$ cat src/rtl/eu_sequencer_if.sv
// eu_sequencer_if: control link between the microprogram sequencer and the RV32I execution unit
interface eu_sequencer_if;
  logic        run;
  logic [31:0] ifd;
  logic [4:0]  cc;
  logic [20:0] eucntl;
  logic [3:0]  opcntl;
  logic [31:0] imm;
  logic        halted;
  logic [15:0] retired;
  modport master (input run, ifd, cc, output eucntl, opcntl, imm, halted, retired);
  modport slave (output run, ifd, cc, input eucntl, opcntl, imm, halted, retired);
endinterface

$ cat src/rtl/eu_sequencer.sv
// eu_sequencer: RV32I fetch/decode/execute sequencer emitting registered control words for the execution unit
module eu_sequencer #(
  parameter int START_WAIT   = 1,
  parameter bit ILLEGAL_HALT = 1
) (
  input logic            clk,
  input logic            rst_n,
  eu_sequencer_if.master bus
);
  typedef enum logic [3:0] {
    S_IDLE, S_ST0, S_DISP, S_EX, S_WB, S_AGEN, S_MEM, S_WBL,
    S_STM, S_CMP, S_BR, S_LUI, S_JWB, S_HALT, S_SKIP
  } state_t;
  localparam logic [6:0] OP_R = 7'b0110011, OP_I = 7'b0010011, OP_LD = 7'b0000011,
                         OP_ST = 7'b0100011, OP_BR = 7'b1100011, OP_LUI = 7'b0110111,
                         OP_AUI = 7'b0010111, OP_JAL = 7'b1101111;
  localparam logic [31:0] SW = 32'(START_WAIT);
  state_t state, nxt;
  logic [31:0] instr, cur, cnt;
  logic [31:0] i_imm, s_imm, u_imm, b_word, j_word;
  logic [6:0]  opc;
  logic [2:0]  f3;
  logic        f7b, term;
  logic [1:0]  pcup, pcalu, adest, bdest;
  logic [2:0]  asrc, bsrc, alu, mem;
  logic        ld;
  logic [3:0]  op;
  logic [31:0] im;
  logic [20:0] eucntl_q;
  logic [3:0]  opcntl_q;
  logic [31:0] imm_q;
  logic        halted_q;
  logic [15:0] retired_q;
  logic        unused_cc;
  // while dispatching, decode straight from ifd since instr only captures it on the leaving edge
  assign cur    = state == S_DISP ? bus.ifd : instr;
  assign opc    = cur[6:0];
  assign f3     = cur[14:12];
  assign f7b    = cur[30];
  assign i_imm  = {{20{cur[31]}}, cur[31:20]};
  assign s_imm  = {{20{cur[31]}}, cur[31:25], cur[11:7]};
  assign u_imm  = {cur[31:12], 12'h000};
  assign b_word = {{20{cur[31]}}, cur[31], cur[7], cur[30:25], cur[11:8]};
  assign j_word = {{12{cur[31]}}, cur[31], cur[19:12], cur[20], cur[30:21]};
  assign term   = state inside {S_WB, S_WBL, S_STM, S_BR, S_LUI, S_JWB, S_SKIP};
  assign unused_cc = ^bus.cc[4:1];
  always_comb begin
    nxt = state;
    case (state)
      S_IDLE: nxt = (cnt == SW && bus.run) ? S_ST0 : S_IDLE;
      S_ST0:  nxt = S_DISP;
      S_DISP:
        if (bus.run)
          case (opc)
            OP_R, OP_I, OP_AUI, OP_JAL: nxt = S_EX;
            OP_LD, OP_ST:               nxt = S_AGEN;
            OP_BR:                      nxt = S_CMP;
            OP_LUI:                     nxt = S_LUI;
            default:                    nxt = ILLEGAL_HALT ? S_HALT : S_SKIP;
          endcase
      S_EX:   nxt = opc == OP_JAL ? S_JWB : S_WB;
      S_AGEN: nxt = opc == OP_LD ? S_MEM : S_STM;
      S_MEM:  nxt = S_WBL;
      S_CMP:  nxt = S_BR;
      S_HALT: nxt = S_HALT;
      default: nxt = S_DISP;
    endcase
  end
  always_comb begin
    pcup = 2'b00; pcalu = 2'b00; asrc = 3'b000; adest = 2'b00; bsrc = 3'b000;
    bdest = 2'b00; alu = 3'b000; mem = 3'b000; ld = 1'b0; op = 4'h0; im = 32'h0;
    case (nxt)
      S_ST0, S_SKIP: begin pcup = 2'b01; pcalu = 2'b01; end
      S_DISP: ld = state != S_DISP;
      S_EX:
        case (opc)
          OP_R:   begin asrc = 3'b001; bsrc = 3'b010; alu = 3'b001; op = {f7b, f3}; end
          OP_I:   begin asrc = 3'b001; bsrc = 3'b001; alu = 3'b010; im = i_imm; op = {f7b & (f3 == 3'b101), f3}; end
          OP_AUI: begin asrc = 3'b110; bsrc = 3'b001; alu = 3'b100; im = u_imm; end
          OP_JAL: begin asrc = 3'b110; alu = 3'b110; end
          default: ;
        endcase
      S_WB:   begin asrc = 3'b010; adest = 2'b10; pcup = 2'b01; pcalu = 2'b01; end
      S_AGEN: begin asrc = 3'b001; bsrc = 3'b001; alu = 3'b100; im = opc == OP_ST ? s_imm : i_imm; end
      S_MEM:  begin asrc = 3'b010; mem = 3'b010; op = {1'b0, f3}; end
      S_WBL:  begin asrc = 3'b100; adest = 2'b10; pcup = 2'b01; pcalu = 2'b01; end
      S_STM:  begin asrc = 3'b101; bsrc = 3'b100; mem = 3'b011; op = {1'b0, f3}; pcup = 2'b01; pcalu = 2'b01; end
      S_CMP:  begin asrc = 3'b001; bsrc = 3'b010; alu = 3'b101; op = {1'b0, f3}; end
      S_BR: begin
        pcup  = bus.cc[0] ? 2'b10 : 2'b01;
        pcalu = bus.cc[0] ? 2'b10 : 2'b01;
        im    = bus.cc[0] ? b_word : 32'h0;
      end
      S_LUI:  begin bsrc = 3'b001; bdest = 2'b10; im = u_imm; pcup = 2'b01; pcalu = 2'b01; end
      S_JWB:  begin asrc = 3'b010; adest = 2'b10; pcup = 2'b10; pcalu = 2'b10; im = j_word; end
      default: ;
    endcase
  end
  always_ff @(posedge clk or negedge rst_n) begin
    if (!rst_n) begin
      state     <= S_IDLE;
      instr     <= 32'h0;
      cnt       <= 32'h0;
      eucntl_q  <= 21'h0;
      opcntl_q  <= 4'h0;
      imm_q     <= 32'h0;
      halted_q  <= 1'b0;
      retired_q <= 16'h0;
    end else begin
      state    <= nxt;
      if (state == S_IDLE && cnt != SW) cnt <= cnt + 32'd1;
      if (state == S_DISP && bus.run) instr <= bus.ifd;
      eucntl_q <= {pcup, pcalu, asrc, adest, bsrc, bdest, alu, mem, ld};
      opcntl_q <= op;
      imm_q    <= im;
      halted_q <= nxt == S_HALT;
      if (term) retired_q <= retired_q + 16'd1;
    end
  end
  assign bus.eucntl  = eucntl_q;
  assign bus.opcntl  = opcntl_q;
  assign bus.imm     = imm_q;
  assign bus.halted  = halted_q;
  assign bus.retired = retired_q;
endmodule

$ cat src/flat_wrapper.sv
// flat-port wrapper written by rule: the top's interface ports become plain ports
module eu_sequencer_flat 
#(
  parameter int START_WAIT   = 1,
  parameter bit ILLEGAL_HALT = 1
)
  (clk, rst_n, bus_run, bus_ifd, bus_cc, bus_eucntl, bus_opcntl, bus_imm, bus_halted, bus_retired);
  eu_sequencer_if bus_i ();
  input logic clk;
  input logic rst_n;
  input wire logic [$bits(bus_i.run)-1:0] bus_run;
  input wire logic [$bits(bus_i.ifd)-1:0] bus_ifd;
  input wire logic [$bits(bus_i.cc)-1:0] bus_cc;
  output wire logic [$bits(bus_i.eucntl)-1:0] bus_eucntl;
  output wire logic [$bits(bus_i.opcntl)-1:0] bus_opcntl;
  output wire logic [$bits(bus_i.imm)-1:0] bus_imm;
  output wire logic [$bits(bus_i.halted)-1:0] bus_halted;
  output wire logic [$bits(bus_i.retired)-1:0] bus_retired;
  assign bus_i.run = bus_run;
  assign bus_i.ifd = bus_ifd;
  assign bus_i.cc = bus_cc;
  assign bus_eucntl = bus_i.eucntl;
  assign bus_opcntl = bus_i.opcntl;
  assign bus_imm = bus_i.imm;
  assign bus_halted = bus_i.halted;
  assign bus_retired = bus_i.retired;
  eu_sequencer #(.START_WAIT(START_WAIT), .ILLEGAL_HALT(ILLEGAL_HALT)) u_core (.clk(clk), .rst_n(rst_n), .bus(bus_i));
endmodule
$ cat config.mk
export PLATFORM = sky130hd
export DESIGN_NAME = eu_sequencer_flat
export DESIGN_NICKNAME = d
export VERILOG_FILES = /design/src/rtl/eu_sequencer_if.sv /design/src/rtl/eu_sequencer.sv /design/src/flat_wrapper.sv
export SDC_FILE = /design/constraint.sdc
export NUM_CORES = 1
export LEC_CHECK = 0
export CAP_MARGIN = 20
export CORE_MARGIN = 8
export CORE_UTILIZATION = 45
export DETAILED_ROUTE_END_ITERATION = 8
export GPL_TIMING_DRIVEN = 1
export PLACE_DENSITY_LB_ADDON = 0.08
export RECOVER_POWER = 50
export SLEW_MARGIN = 25
export SYNTH_ARGS = -nofsm -noshare
export SYNTH_HDL_FRONTEND = slang
export SYNTH_SLANG_ARGS = --single-unit
export TNS_END_PERCENT = 100
$ cat constraint.sdc
create_clock -name clk -period 7.5 [get_ports clk]
set_clock_uncertainty 0.2 [all_clocks]
set_input_delay 1.5 -clock clk [delete_from_list [all_inputs] [get_ports clk]]
set_output_delay 1.5 -clock clk [all_outputs]
set_load 0.05 [all_outputs]
==> flow_metrics.py <==
metrics = {
    "timing": {
        "rsz0062_at_grt": "false",
        "period_share_pct": 68.5,
        "drv_slew": 89,
        "worstMarginPinSlew_ns": 2.86,
        "fmax_mhz": 195,
        "slew_headroom_pct": -90.6,
        "period_minus_slack_ns": 5.14,
        "setup_viol": 0,
        "final.setup.tns_ns": 0,
        "hold_viol": 0,
    },
    "setup_path": {
        "crit_path_cell_trace": "dlygate4sd3_1 -> and3_1 -> clkbuf_1 -> a31oi_1 -> o21a_1 -> nor4_1 -> a21oi_1 -> o21ai_0",
        "r2r-start": "u_core.state[2]",
        "cp.required_ns": 7.63,
        "crit_fanout": 34,
        "path_delay_family": "buffers and inverters",
        "end_kind": "flip-flop",
        "arrival_ns": 5.27,
        "worst_setup_path_start_kind": "primary input",
        "slowest_stage": "clkbuf_1",
        "max_stage_delay_ns": 1.30,
        "crit_path_start": "bus_run",
        "path_buf_inv": 2,
        "worstSetupPathType": "in2reg",
    },
    "grt": {
        "met3_usage_pct": 4.30,
        "grt_usage_pct": 18.6,
        "grt_pass1_wl_mm": 26.9,
        "use_met2_pct": 30.4,
        "antenna_found_initial": 0,
        "busiest_layer": "met2",
        "grt_max_degree": 85,
        "use_met1_pct": 23.2,
        "grt_pass1_vias": 5261,
        "overflow": 0,
    },
    "cells_and_area": {
        "layout-drive-gt1-share_pct": 5.05,
        "multi_input_area_sq_um": 2820,
        "register_area_sq_um": 3400,
        "diodes": 0,
        "nFillCells": 1185,
        "area_delta_synth_final_pct": 25.8,
        "finish.utilization_pct": 58.2,
        "nNetsFinal": 806,
    },
    "detailed_routing": {
        "vias": 5201,
        "drt_iter0_drc": 306,
        "firstDrtPassIters": 4,
        "drc": 0,
        "routed_via_density": 5.46,
        "antenna_left": 0,
        "finalWirelength_mm": 16.6,
        "post_drt_wl_per_cell_microns": 17.4,
    },
    "clock_tree": {
        "cts_hold_buffers": 0,
        "post_cts_buffers": 0,
        "clockBufferDepth": 2,
        "clock-sinks": 136,
        "ctsResizeCount": 0,
        "root_buffer": "clkbuf_16",
        "clock_latency_ns": 0.41,
        "htree_levels": 4,
        "cts_inserted_buffers": 17,
        "tritoncts": "built",
        "clkTransAtPathRegs_ns": 0.06,
    },
    "place": {
        "place_hpwl_mm": 11.9,
        "io_buffers": 106,
        "gp_congestion": 0.847,
    },
    "synthesis": {
        "ys_ff_latch": 136,
        "ys_seq_area_share_pct": 52.8,
        "synth_edf_count": 0,
        "async_flop_share_pct": 100,
        "yosysWarnings": 0,
        "synthXorXnorAreaFrac_pct": 6.79,
        "avgSynthCellArea_sq_um": 9.72,
        "synth-main-ff-cell": "dfrtp_1",
        "synth_compound_area_share_pct": 10.6,
        "synth_mux_area_share_pct": 3.76,
        "synth_cells": 664,
        "synthSimpleGateAreaFrac_pct": 21.6,
        "synth_adder_area_share_pct": 0.582,
        "synth_cell_types": 65,
        "synth_top_family_by_area": "simple AND/OR/NAND/NOR gates",
        "syn_area_sq_um": 6450,
    },
    "run": {
        "maxCapViolCount": 2,
    },
    "floorplanning": {
        "dieArea_sq_um": 18400,
        "die_h_microns": 136,
        "initial_core_util_pct": 46.3,
        "rows": 43,
        "ios": 114,
        "die_w_microns": 136,
        "core_area_sq_um": 13900,
    },
    "min_path": {
        "hp-class": "reg2reg",
        "hold_start": "u_core.instr[9]",
    },
    "status": {
        "violations": "max-capacitance violations, max-slew violations",
        "status": "finished with violations",
    },
    "power": {
        "p_leak_nw": 3.85,
        "irDropWorstVdd_v": 0.000177,
        "p_per_area_nw_per_um2": 361,
    },
}
## synth_stat cells (2+ instances only)
library cell  instances  area share (%)
nand2_1             154             9.0
dfrtp_1             136              53
nor2_1               43             2.5
xnor2_1              34             4.6
mux2i_1              22             3.4
nand3_1              22             1.7
inv_1                21             1.2
clkbuf_1             18             1.0
o22ai_1              18             1.7
a21oi_1              16             1.2
xor2_1               16             2.2
o211ai_1             15             1.7
and3_1               14             1.4
nor4_1               10            0.97
nand4_1               9            0.87
and2_1                8            0.78
nand2b_1              8            0.78
nor3_1                8            0.62
buf_4                 7            0.81
a211o_1               6            0.81
o21ai_0               6            0.47
buf_2                 5            0.39
a31oi_1               4            0.39
o221ai_1              4            0.54
a221o_1               3            0.47
and4_1                3            0.41
ha_1                  3            0.58
nor2b_1               3            0.29
o21a_1                3            0.35
a32oi_1               2            0.27
buf_1                 2            0.12
mux2_2                2            0.35
nand3b_1              2            0.23
o2111ai_1             2            0.27
o21ai_1               2            0.16
or2_2                 2            0.19
or3_1                 2            0.19
or4_1                 2            0.23
## worst reg2reg max path, cell delays in order (launching register included)
cell and delay, ns:
dfrtp_1 0.61, nor3_1 0.35, and3_1 0.19, clkbuf_1 1.30
a31oi_1 0.24, o21a_1 0.31, nor4_1 0.79, a21oi_1 0.13
o21ai_0 0.17
## kinds of logic after synthesis
kind of cell,Yosys count
compound gates,95
xor+xnor,50
fa+ha+maj,3
buf+inv,55
flops,136
mux,24
other cells,1
simple gates,300
## cells in the final DEF, fill, tap and decap left out, drive strengths merged, types with 3 or more instances in the layout
cell and count:
nor2 43, buf 4, clkinv 3, nand2 154
nor3 8, inv 22, and4 3, nor2b 3
dfrtp 136, a31oi 4, nand2b 8, nor4 10
xnor2 34, o21ai 8, o211ai 16, a211o 6
clkdlybuf4s50 104, and2 9, o22ai 18, o221ai 4
conb 3, ha 3, nand4 9, a21oi 16
o21a 3, xor2 16, nand3 22, clkbuf 27
a221o 3, and3 14, mux2i 22
## cell type report
cell class	instances	share of cell area, %
Tap cell	180	2.77
Timing Repair Buffer	111	13.5
Clock buffer	25	5.86
Multi-Input combinational cell	475	34.7
Inverter	22	1.02
Clock inverter	4	0.277
Sequential cell	136	41.9
## sequential cells by signal, summed over array words and instances (netlist names)
| signal | cells |
|---|---|
| u_core.bus.opcntl | 4 |
| u_core.bus.eucntl | 15 |
| u_core.bus.retired | 16 |
| u_core.state | 4 |
| u_core.cnt | 32 |
| u_core.bus.imm | 32 |
| u_core.bus.halted | 1 |
| u_core.instr | 32 |
## power by group
part	total (mW)	switching [mW]	internal, mW
logic	1.17	0.772	0.399
registers	1.04	0.144	0.899
clock network	0.717	0.285	0.432
## metal layers
layer  wire length, microns  up-vias  share of wire, %
met5                      0        -                 0
met4                    310        0               1.9
met3                    848       25               5.1
met2                   8070      162                49
met1                   7350     2539                44
li1                       -     2475                 -
## per-stage QoR
step / worst slack, ns / power (mW) / area [sq um] / cells / hold slack [ns]
after floorplan: 3.82 / 1.86 / 6460 / 666 / 0.245
after global placement: 2.67 / 2.19 / 7620 / 924 / 0.256
after detailed placement: 2.62 / 2.22 / 7630 / 924 / 0.262
after CTS: 3.05 / 2.95 / 8120 / 953 / 0.274
after global routing: 2.08 / 3.10 / 8120 / 953 / 0.296
final: 2.36 / 2.93 / 8120 / 953 / 0.273
## worst paths after layout
check                                          to  slack [ns]  cells after the start
setup / recovery                u_core.bus.imm[2]        2.36                      8
setup reg to reg                u_core.bus.imm[2]        3.13                      8
max in group asynchronous         u_core.instr[6]        3.47                      2
min in group asynchronous  u_core.bus.retired[15]        1.81                      1
hold / removal                    u_core.instr[9]        0.27                      2
hold reg to reg                   u_core.instr[9]        0.27                      2
No activity file was read; power rests on OpenSTA's default activity.
